<file path="src/rtl/gdma_soft_rst_seq.sv">
// Soft-reset sequencer for the GDMA clock domain.
// A new host reset request blocks command issue and drains outstanding reads and
// writes, giving up after a timeout. It then holds the channel datapath in reset
// for a fixed number of cycles, releases it, and toggles a completion flag back to
// the host side.
module gdma_soft_rst_seq #(
  parameter int unsigned OUTS_W        = 6,
  parameter int unsigned DRAIN_TIMEOUT = 1024,
  parameter int unsigned HOLD_CYCLES   = 16
) (
  input  logic              gdma_clk,
  input  logic              gdma_rst,
  input  logic              h2gdma_rst,
  input  logic              rd_issue,
  input  logic              rd_done,
  input  logic              wr_issue,
  input  logic              wr_done,
  output logic              dma_block,
  output logic              chan_rst,
  output logic              rst_done_tgl,
  output logic              timeout_err,
  output logic [OUTS_W-1:0] rd_outs,
  output logic [OUTS_W-1:0] wr_outs
);

  localparam int unsigned TMO_W  = 16;
  localparam int unsigned HOLD_W = 8;
  localparam logic [TMO_W-1:0]  TMO_LAST  = TMO_W'(DRAIN_TIMEOUT - 1);
  localparam logic [HOLD_W-1:0] HOLD_LAST = HOLD_W'(HOLD_CYCLES - 1);
  localparam logic [OUTS_W-1:0] OUTS_MAX  = {OUTS_W{1'b1}};

  typedef enum logic [1:0] {
    IDLE    = 2'd0,
    DRAIN   = 2'd1,
    HOLD    = 2'd2,
    RELEASE = 2'd3
  } state_e;

  state_e              state_q, state_d;
  logic                h2_dly_q;
  logic [TMO_W-1:0]    tmo_q;
  logic [HOLD_W-1:0]   hold_q;
  logic [OUTS_W-1:0]   rd_q, rd_d;
  logic [OUTS_W-1:0]   wr_q, wr_d;
  logic                dma_block_q;
  logic                chan_rst_q;
  logic                tgl_q;
  logic                tmo_err_q;
  logic                req;
  logic                drained;
  logic                tmo_hit;
  logic                cnt_clr;

  // Saturating up/down count of one outstanding-transaction counter.
  function automatic logic [OUTS_W-1:0] cnt_next(input logic [OUTS_W-1:0] cnt,
                                                 input logic iss, input logic dn);
    logic [OUTS_W-1:0] res;
    res = cnt;
    if (iss && !dn && (cnt != OUTS_MAX)) begin
      res = cnt + OUTS_W'(1);
    end else if (dn && !iss && (cnt != '0)) begin
      res = cnt - OUTS_W'(1);
    end
    return res;
  endfunction

  assign req     = h2gdma_rst & ~h2_dly_q;
  assign drained = (rd_q == '0) && (wr_q == '0);
  assign tmo_hit = (tmo_q == TMO_LAST);

  // Next-state decode; a drained exit takes priority over the timeout exit.
  always_comb begin
    state_d = state_q;
    unique case (state_q)
      IDLE:    if (req) state_d = DRAIN;
      DRAIN:   if (drained || tmo_hit) state_d = HOLD;
      HOLD:    if (hold_q == HOLD_LAST) state_d = RELEASE;
      RELEASE: state_d = IDLE;
      default: state_d = IDLE;
    endcase
  end

  // Counters freeze at zero for every edge that starts in or enters HOLD.
  always_comb begin
    cnt_clr = (state_q == HOLD) || (state_d == HOLD);
    rd_d    = cnt_next(rd_q, rd_issue, rd_done);
    wr_d    = cnt_next(wr_q, wr_issue, wr_done);
    if (cnt_clr) begin
      rd_d = '0;
      wr_d = '0;
    end
  end

  // State, counters, timers and registered outputs.
  always_ff @(posedge gdma_clk or posedge gdma_rst) begin
    if (gdma_rst) begin
      state_q     <= IDLE;
      h2_dly_q    <= 1'b0;
      tmo_q       <= '0;
      hold_q      <= '0;
      rd_q        <= '0;
      wr_q        <= '0;
      dma_block_q <= 1'b0;
      chan_rst_q  <= 1'b0;
      tgl_q       <= 1'b0;
      tmo_err_q   <= 1'b0;
    end else begin
      state_q     <= state_d;
      h2_dly_q    <= h2gdma_rst;
      rd_q        <= rd_d;
      wr_q        <= wr_d;
      dma_block_q <= (state_d != IDLE);
      chan_rst_q  <= (state_d == HOLD);

      if ((state_q == IDLE) && req) begin
        tmo_q     <= '0;
        tmo_err_q <= 1'b0;
      end else if ((state_q == DRAIN) && !drained) begin
        if (tmo_hit) begin
          tmo_err_q <= 1'b1;
        end else begin
          tmo_q <= tmo_q + TMO_W'(1);
        end
      end

      if ((state_q == DRAIN) && (state_d == HOLD)) begin
        hold_q <= '0;
      end else if (state_q == HOLD) begin
        hold_q <= hold_q + HOLD_W'(1);
      end

      if (state_q == RELEASE) begin
        tgl_q <= ~tgl_q;
      end
    end
  end

  assign dma_block    = dma_block_q;
  assign chan_rst     = chan_rst_q;
  assign rst_done_tgl = tgl_q;
  assign timeout_err  = tmo_err_q;
  assign rd_outs      = rd_q;
  assign wr_outs      = wr_q;

endmodule

</file>
<file path="config.mk">
export PLATFORM = sky130hd
export DESIGN_NAME = gdma_soft_rst_seq
export DESIGN_NICKNAME = d
export VERILOG_FILES = /design/src/rtl/gdma_soft_rst_seq.sv
export SDC_FILE = /design/constraint.sdc
export NUM_CORES = 1
export LEC_CHECK = 0
export CORE_UTILIZATION = 36
export CTS_CLUSTER_DIAMETER = 100
export DETAILED_ROUTE_END_ITERATION = 8
export PLACE_DENSITY = 0.51
export SKIP_LAST_GASP = 1
export SYNTH_ARGS = -nofsm -noshare
export SYNTH_HDL_FRONTEND = slang
export SYNTH_SLANG_ARGS = --single-unit
</file>
<file path="constraint.sdc">
create_clock -name gdma_clk -period 7.05 [get_ports gdma_clk]
set_clock_uncertainty 0.15 [all_clocks]
set_input_delay 2.115 -clock gdma_clk [delete_from_list [all_inputs] [get_ports gdma_clk]]
set_output_delay 2.115 -clock gdma_clk [all_outputs]
set_load 0.03 [all_outputs]
</file>
Word level (Yosys, flattened, before mapping)
Index checks and enable logic that the tools add are counted.
- flip-flop bits (word level): 43
- latch bits: 0
- RAM bits: 0
- ROM bits: 0
- bits of input ports: 7
- output and inout bits: 16
- word-level logic and storage cells: 78
- memories: 0
- add/subtract/negate cells: 6
- multiply operators: 0
- divide/modulo/power cells: 0
- order comparisons: 0
- equality and inequality tests: 9
- shifts and indexed selects: 0
- muxes and demuxes: 18
- bitwise gates (word level): 3
- reduce and logical (&&, ||, !) cells: 32
- operator list (operator ; number):
    $mux 16 ; 3
    $mux 6 ; 6
    $add 16x1->16 const B ; 1
    $eq 16x10->1 const B ; 1
    $mux 8 ; 2
    $add 6x1->6 const B ; 2
    $logic_and 1x1->1 ; 12
    $logic_not 6->1 ; 2
    $ne 6x6->1 const B ; 2
    $reduce_bool 6->1 ; 2
    $sub 6x1->6 const B ; 2
    $add 8x1->8 const B ; 1
    $eq 8x4->1 const B ; 1
    $pmux 2 s4 ; 1
    $reduce_bool 2->1 ; 4
    $eq 2x2->1 const B ; 3
    $mux 2 ; 3
    $reduce_bool 3->1 ; 2
    $logic_not 1->1 ; 5
    $reduce_and 2->1 ; 2
    $mux 1 ; 3
    $eq 2x1->1 const B ; 1
    $logic_not 2->1 ; 1
    $logic_or 1x1->1 ; 2
    other kinds (3) ; 4

Logic depth before layout (Yosys ltp)
Gate-level depths: netlist of run 1.
- depth after elaboration: 8
- mapped depth: 9
- depth with buffers taken out: 9

Least setup slack after synthesis of run 1
OpenSTA, ideal clock, no wires.
- kind: input to register
- from: in wr_done
- to: reg wr_q[5], in the netlist wr_outs[5]
- setup time: 125 ps
- data arrival time: 3993 ps
- data required time: 6775 ps
- setup slack: 2782 ps
- stages: 8
- buffers on the path: 0
- path through: inv_1 > o311ai_0 > ha_1 > a211oi_1 > o21bai_1 > a21oi_1 > mux2i_1 > mux2_2
- cells in the longest elaborated chain, start to end: 5
- elaborated cells between the ends (all ways): 8
- classes of those cells: 2 x mux; 6 x reduce/logical
- RTL lines (element ; line ; RTL):
    start: declaration ; 17 ; input logic wr_done,
    $logic_not 1->1 ; 59 ; if (iss && !dn && (cnt != OUTS_MAX)) begin
    $logic_and 1x1->1 (2 in series) ; 59 ;
    $mux 6 ; 59 ;
    $mux 6 ; 88 ; if (cnt_clr) begin
    end signal: assignment ; 111 ; wr_q <= wr_d;
    end: declaration ; 44 ; logic [OUTS_W-1:0] wr_q, wr_d;
Several ways; a longest one is shown, not always the timed one.
A chain may end at the register's enable or synchronous reset.

Worst setup path after layout of run 1
- from: in wr_issue
- to: reg wr_q[5], in the netlist wr_outs[5]
- cells in the longest elaborated chain, start to end: 4
- elaborated cells between the ends (all ways): 8
- classes of those cells: 2 x mux; 6 x reduce/logical
- RTL lines (element ; line ; RTL):
    start: declaration ; 16 ; input logic wr_issue,
    $logic_and 1x1->1 / $logic_not 1->1 (equally long branches) ; 59, 61 ;
    $logic_and 1x1->1 (on tied branches) ; 59, 61 ;
    $mux 6 / $logic_and 1x1->1 (equally long branches) ; 59, 61 ;
    $mux 6 / $reduce_bool 3->1 (equally long branches) ; - ;
Several ways; a longest one is shown, not always the timed one.

==> results of run 1 <==
[kinds of logic (layout without fill, tap and decap cells)]
| group | count (synthesis) | count (layout) | synth area share |
|---|---|---|---|
| AOI/OAI and AO/OA | 49 | 49 | 0.1343 |
| xor gates and xnor gates | 16 | 16 | 0.05765 |
| adders and majority gates | 12 | 12 | 0.06794 |
| buffers and inverters | 20 | 45 | 0.03706 |
| DFF | 43 | 43 | 0.4426 |
| muxes | 10 | 10 | 0.04220 |
| and+or+nand+nor | 101 | 101 | 0.2182 |
[power breakdown]
| part | switching, uW | internal [uW] |
|---|---|---|
| combinational | 289 | 249 |
| sequential | 112 | 338 |
| clock | 80.1 | 104 |
[flip-flops by register name, indices dropped and copies added, names as in the netlist]
signal,cells
rd_outs,6
timeout_err,1
chan_rst,1
hold_q,8
tmo_q,16
rst_done_tgl,1
dma_block,1
h2_dly_q,1
state_q,2
wr_outs,6
[layer usage]
metal | wire length (um) | up-vias
li1 | - | 951
met1 | 2524 | 887
met2 | 2165 | 42
met3 | 190 | 6
met4 | 66 | 0
met5 | 0 | -
[layout make-up]
type	count	area [um^2]
Clock buffer	6	72.57
Clock inverter	1	30.03
Fill cell	656	3585
Inverter	13	48.80
Multi-Input combinational cell	188	1271
Sequential cell	43	1076
Tap cell	77	96.34
Timing Repair Buffer	25	242.7
[worst min-delay path by stage]
stage	start	to	slack, ns	cells past startpoint
floorplan	tmo_q[14]	tmo_q[14]	0.32	1
global placement	rst_done_tgl	rst_done_tgl	0.31	1
detailed placement	rst_done_tgl	rst_done_tgl	0.32	1
CTS	rst_done_tgl	rst_done_tgl	0.33	1
global route	rst_done_tgl	rst_done_tgl	0.34	1
finish	rst_done_tgl	rst_done_tgl	0.32	1
[cells in the mapped netlist (all sizes together)]
cell type	number
nand3	8
nand3b	1
a211oi	6
nor3b	3
o21ai	8
nor4	3
mux2i	8
clkbuf	2
and3	1
o31ai	4
nor4b	1
xor2	7
a211o	2
ha	10
buf	5
nand4	8
or4b	1
a21oi	15
fa	2
o21a	2
and4	2
inv	13
dfrtp	43
or2	1
and2	1
a21o	2
nor3	5
or3	5
or4bb	1
or4	5
o311ai	2
nor2	27
xnor2	9
nand2b	1
nor2b	5
o211ai	6
nand2	20
o21bai	2
mux2	2
or3b	2
[per-stage QoR]
stage	power [uW]	cells	worst slack, ns	utilization	hold WS, ns
detailed placement	994.5	346	2.344	0.4259	0.3177
CTS	1186	353	2.640	0.4418	0.3292
finish	1173	353	2.633	0.4418	0.3218
floorplan	823.6	251	2.782	-	0.3191
global route	1272	353	2.483	0.4418	0.3367
global placement	993.4	346	2.349	0.4259	0.3094
==> impl_metrics.env, run 1 <==
export IMPL_cts_hold_buf=0
export IMPL_ant_nets=0
export IMPL_cts_root_buffer="clkbuf_8"
export IMPL_end_kind="register"
export IMPL_ir_drop_uv=208.4
export IMPL_hpwl_mm=3.506
export IMPL_place_congestion=0.8019
export IMPL_drv_cap=0
export IMPL_viasPerCell=5.343
export IMPL_path_class="in -> reg"
export IMPL_synth_seq_cells=43
export IMPL_grt_overflow=0
export IMPL_first_iter_violations=81
export IMPL_crit_cells=9
export IMPL_layout_commonest_cell="dfrtp_1"
export IMPL_antenna_found_initial=0
export IMPL_crit_fanout=7
export IMPL_syn2layout_area_growth_pct=16.73
export IMPL_status="finished clean"
export IMPL_met1_usage=0.2261
export IMPL_period_needed_ns=4.417
export IMPL_crit_slowest_cell="clkdlybuf4s50_1"
export IMPL_clk_latency_ns=0.29
export IMPL_critPathTopFamily="compound AO/OA/AOI/OAI gates"
export IMPL_worstReg2RegStart="rd_outs[0]"
export IMPL_wirelength_mm=4.947
export IMPL_critPathLaunch="wr_issue"
export IMPL_arrival_ns=4.45
export IMPL_r2r_end="rd_outs[4]"
export IMPL_synthCells=251
export IMPL_path_buf_inv=2
export IMPL_mostFrequentLayoutCells="dfrtp_1, nor2_1, clkdlybuf4s50_1"
export IMPL_diodes=0
export IMPL_drc=0
export IMPL_cts_resized_gates=0
export IMPL_grt_total_usage=0.1569
export IMPL_finalSetupViolations=0
export IMPL_endpoint="wr_outs[5]"
export IMPL_clk_path_buf_depth=2
export IMPL_grtUsageMet3=0.03048
export IMPL_layout_drive_gt1_share=0.06159
export IMPL_yosys_warnings=0
export IMPL_power_density_nw_per_um2=413.2
export IMPL_worstRegToRegCells=9
export IMPL_synthTopCellsByArea="dfrtp_1, ha_1, nor2_1"
export IMPL_hold_path_class="reg -> reg"
export IMPL_synth_area_per_cell_um2=9.686
export IMPL_grt_pass1_vias=1798
export IMPL_die_w_um=84.18
export IMPL_finalNetCount=295
export IMPL_hold_viol=0
export IMPL_rrSetupSlack_ns=3.90
export IMPL_initial_core_util=0.3785
export IMPL_rsz0062_at_grt="no"
export IMPL_syn_nets=270
export IMPL_vias=1886
export IMPL_yosysSeqAreaShare=0.4426
export IMPL_post_drt_wl_per_cell_um=14.01
export IMPL_use_met2=0.2355
export IMPL_worst_pin_slew_ns=0.9581
export IMPL_top_usage_layer="met2"
export IMPL_h_tree_depth=2
export IMPL_die_h_um=84.18
export IMPL_fmax_mhz=226.4
export IMPL_io_pins=23
export IMPL_cts_tree="yes"
export IMPL_post_cts_setup_buffer_count=0
export IMPL_fin_crit_sh=0.6266
export IMPL_clock_sinks=43
export IMPL_die_area_um2=7085
export IMPL_core_um2=6422
export IMPL_grt_pass1_wl_mm=8.907
export IMPL_relSlewSlack=0.3532
export IMPL_path_clk_slew_ns=0.08
export IMPL_num_rows=29
export IMPL_slew_viol_final=0
export IMPL_yosys_area_top_type="dfrtp_1"
export IMPL_grt_start_max_net_pins=44
export IMPL_cts_buffers=5
export IMPL_crit_chain="clkdlybuf4s50_1 -> o311ai_0 -> buf_4 -> ha_1 -> a211oi_1 -> o21bai_1 -> a21oi_1 -> mux2i_1 -> mux2_2"
export IMPL_critPathMaxStageDelay_ns=0.50
export IMPL_syn_cell_area_um2=2431
export IMPL_leakage_uw=0.001209
export IMPL_crit_required_ns=7.08
export IMPL_startpoint_type="input port"
export IMPL_tns_ns=0
export IMPL_dr_pass1_iters=5
export IMPL_synth_cell_types=43
export IMPL_dpl_cell_area_um2=2735
export IMPL_synth_top_area_share=0.4426
export IMPL_portBuffers=22
export IMPL_finalInstanceArea_um2=2838
Power figures use the tool's default switching activity.
==> run 2, diff against run 1 <==
clock period = 4.55 ns   (was 7.05 ns; I/O delays follow)
==> run 2 against run 1 <==
  * Combinational power is 55% higher
  * First-iteration DRC count is 23% higher
  * Via count is 1.7% higher
  * Clock-buffer cell count is 1 lower
  * Hold slack worse by 0.0014 ns
  * Highest routed layer unchanged
==> impl_metrics.env, run 2 (same netlist as run 1, synthesis figures left out) <==
export IMPL_status="finished clean"
export IMPL_num_rows=29
export IMPL_grt_pass1_vias=1882
export IMPL_viasPerCell=5.418
export IMPL_slew_viol_final=0
export IMPL_crit_required_ns=4.59
export IMPL_drc=0
export IMPL_relSlewSlack=0.3467
export IMPL_hold_path_class="reg -> reg"
export IMPL_die_h_um=84.18
export IMPL_place_congestion=0.8130
export IMPL_core_um2=6422
export IMPL_finalSetupViolations=0
export IMPL_power_density_nw_per_um2=630.7
export IMPL_tns_ns=0
export IMPL_cts_hold_buf=0
export IMPL_syn2layout_area_growth_pct=16.16
export IMPL_fmax_mhz=273.9
export IMPL_wirelength_mm=5.059
export IMPL_largest_register="tmo_q"
export IMPL_path_class="in -> reg"
export IMPL_dpl_cell_area_um2=2735
export IMPL_clock_sinks=43
export IMPL_cts_buffers=5
export IMPL_arrival_ns=3.69
export IMPL_leakage_uw=0.001198
export IMPL_period_needed_ns=3.651
export IMPL_rsz0062_at_grt="no"
export IMPL_largest_register_ffs=16
export IMPL_initial_core_util=0.3785
export IMPL_utilization=0.4397
export IMPL_post_drt_wl_per_cell_um=14.29
export IMPL_worst_pin_slew_ns=0.9677
export IMPL_power_uw=1781
export IMPL_post_cts_setup_buffer_count=0
export IMPL_grt_start_max_net_pins=25
export IMPL_portBuffers=22
export IMPL_drv_cap=0
export IMPL_fin_crit_sh=0.8025
export IMPL_die_area_um2=7085
export IMPL_grt_overflow=0
export IMPL_finalNetCount=295
export IMPL_finalInstanceArea_um2=2824
export IMPL_cts_root_buffer="clkbuf_8"
export IMPL_diodes=0
export IMPL_grt_pass1_wl_mm=8.990
export IMPL_vias=1918
export IMPL_layout_drive_gt1_share=0.06859
export IMPL_ant_nets=0
export IMPL_hold_viol=0
export IMPL_io_pins=23
export IMPL_end_kind="register"
export IMPL_crit_fanout=7
export IMPL_cts_resized_gates=0
export IMPL_layout_commonest_cell="dfrtp_1"
export IMPL_path_clk_slew_ns=0.09
export IMPL_grt_total_usage=0.1588
export IMPL_first_iter_violations=100
export IMPL_dr_pass1_iters=2
export IMPL_clk_latency_ns=0.30
export IMPL_antenna_found_initial=0
export IMPL_startpoint_type="input port"
export IMPL_h_tree_depth=2
export IMPL_reg_top3="tmo_q (16), hold_q (8)"
export IMPL_dp_cells=346
export IMPL_die_w_um=84.18
export IMPL_instances_no_fill=354
export IMPL_mostFrequentLayoutCells="dfrtp_1, nor2_1, clkdlybuf4s50_1"
export IMPL_cts_tree="yes"
export IMPL_hpwl_mm=3.674
export IMPL_clk_path_buf_depth=2
export IMPL_ir_drop_uv=346.1
==> run 2: cell count changes in the layout (fill, tap and decap cells not counted) <==
cell	previous run	this run
clkinvlp_4	0	2
bufinv_16	1	0
clkbuf_1	1	0
clkinv_2	0	1
==> run 2: final timing paths <==
kind	from	endpoint	slack, ns	cells after the start
setup / recovery	wr_issue	wr_outs[5]	0.90	9
max in group asynchronous	gdma_rst	tmo_q[4]	2.29	3
setup reg to reg	rd_outs[1]	rd_outs[4]	1.41	9
hold reg to reg	rst_done_tgl	rst_done_tgl	0.32	1
min in group asynchronous	gdma_rst	rd_outs[0]	1.25	2
hold / removal	rst_done_tgl	rst_done_tgl	0.32	1
==> run 2: per-layer routing <==
layer | global-route usage | routed length [um] | up-vias
met5 | 0 | 0 | -
li1 | - | - | 955
met1 | 0.2204 | 2571 | 929
met3 | 0.03638 | 173 | 7
met2 | 0.2481 | 2239 | 27
met4 | 0.04859 | 74 | 0
==> run 2: report_power, final <==
part | internal, uW | switching (uW)
Sequential | 523 | 176
Combinational | 387 | 450
Clock | 107 | 138
Total | 1020 | 764
==> run 2: metrics by stage <==
step | setup WS (ns) | hold WS, ns
after floorplan | 1.032 | 0.3191
after global placement | 0.5958 | 0.3084
after detailed placement | 0.6201 | 0.3158
after CTS | 0.9092 | 0.3283
after global routing | 0.7321 | 0.3353
final | 0.8988 | 0.3204
==> run 2: cell type report <==
type / instances / area, um^2
well taps: 77 / 96.34
repair buffers: 25 / 242.7
clock inverters: 3 / 20.02
flip-flops and latches: 43 / 1076
fillers: 646 / 3598
clock buffers: 5 / 68.82
inverters: 13 / 48.80
multi-input cells: 188 / 1271
==> run 2: critical path, stage by stage <==
cell and delay [ns]:
clkdlybuf4s50_1 0.51, o311ai_0 0.13, buf_4 0.19, ha_1 0.29, a211oi_1 0.31, o21bai_1 0.12
a21oi_1 0.20, mux2i_1 0.23, mux2_2 0.35
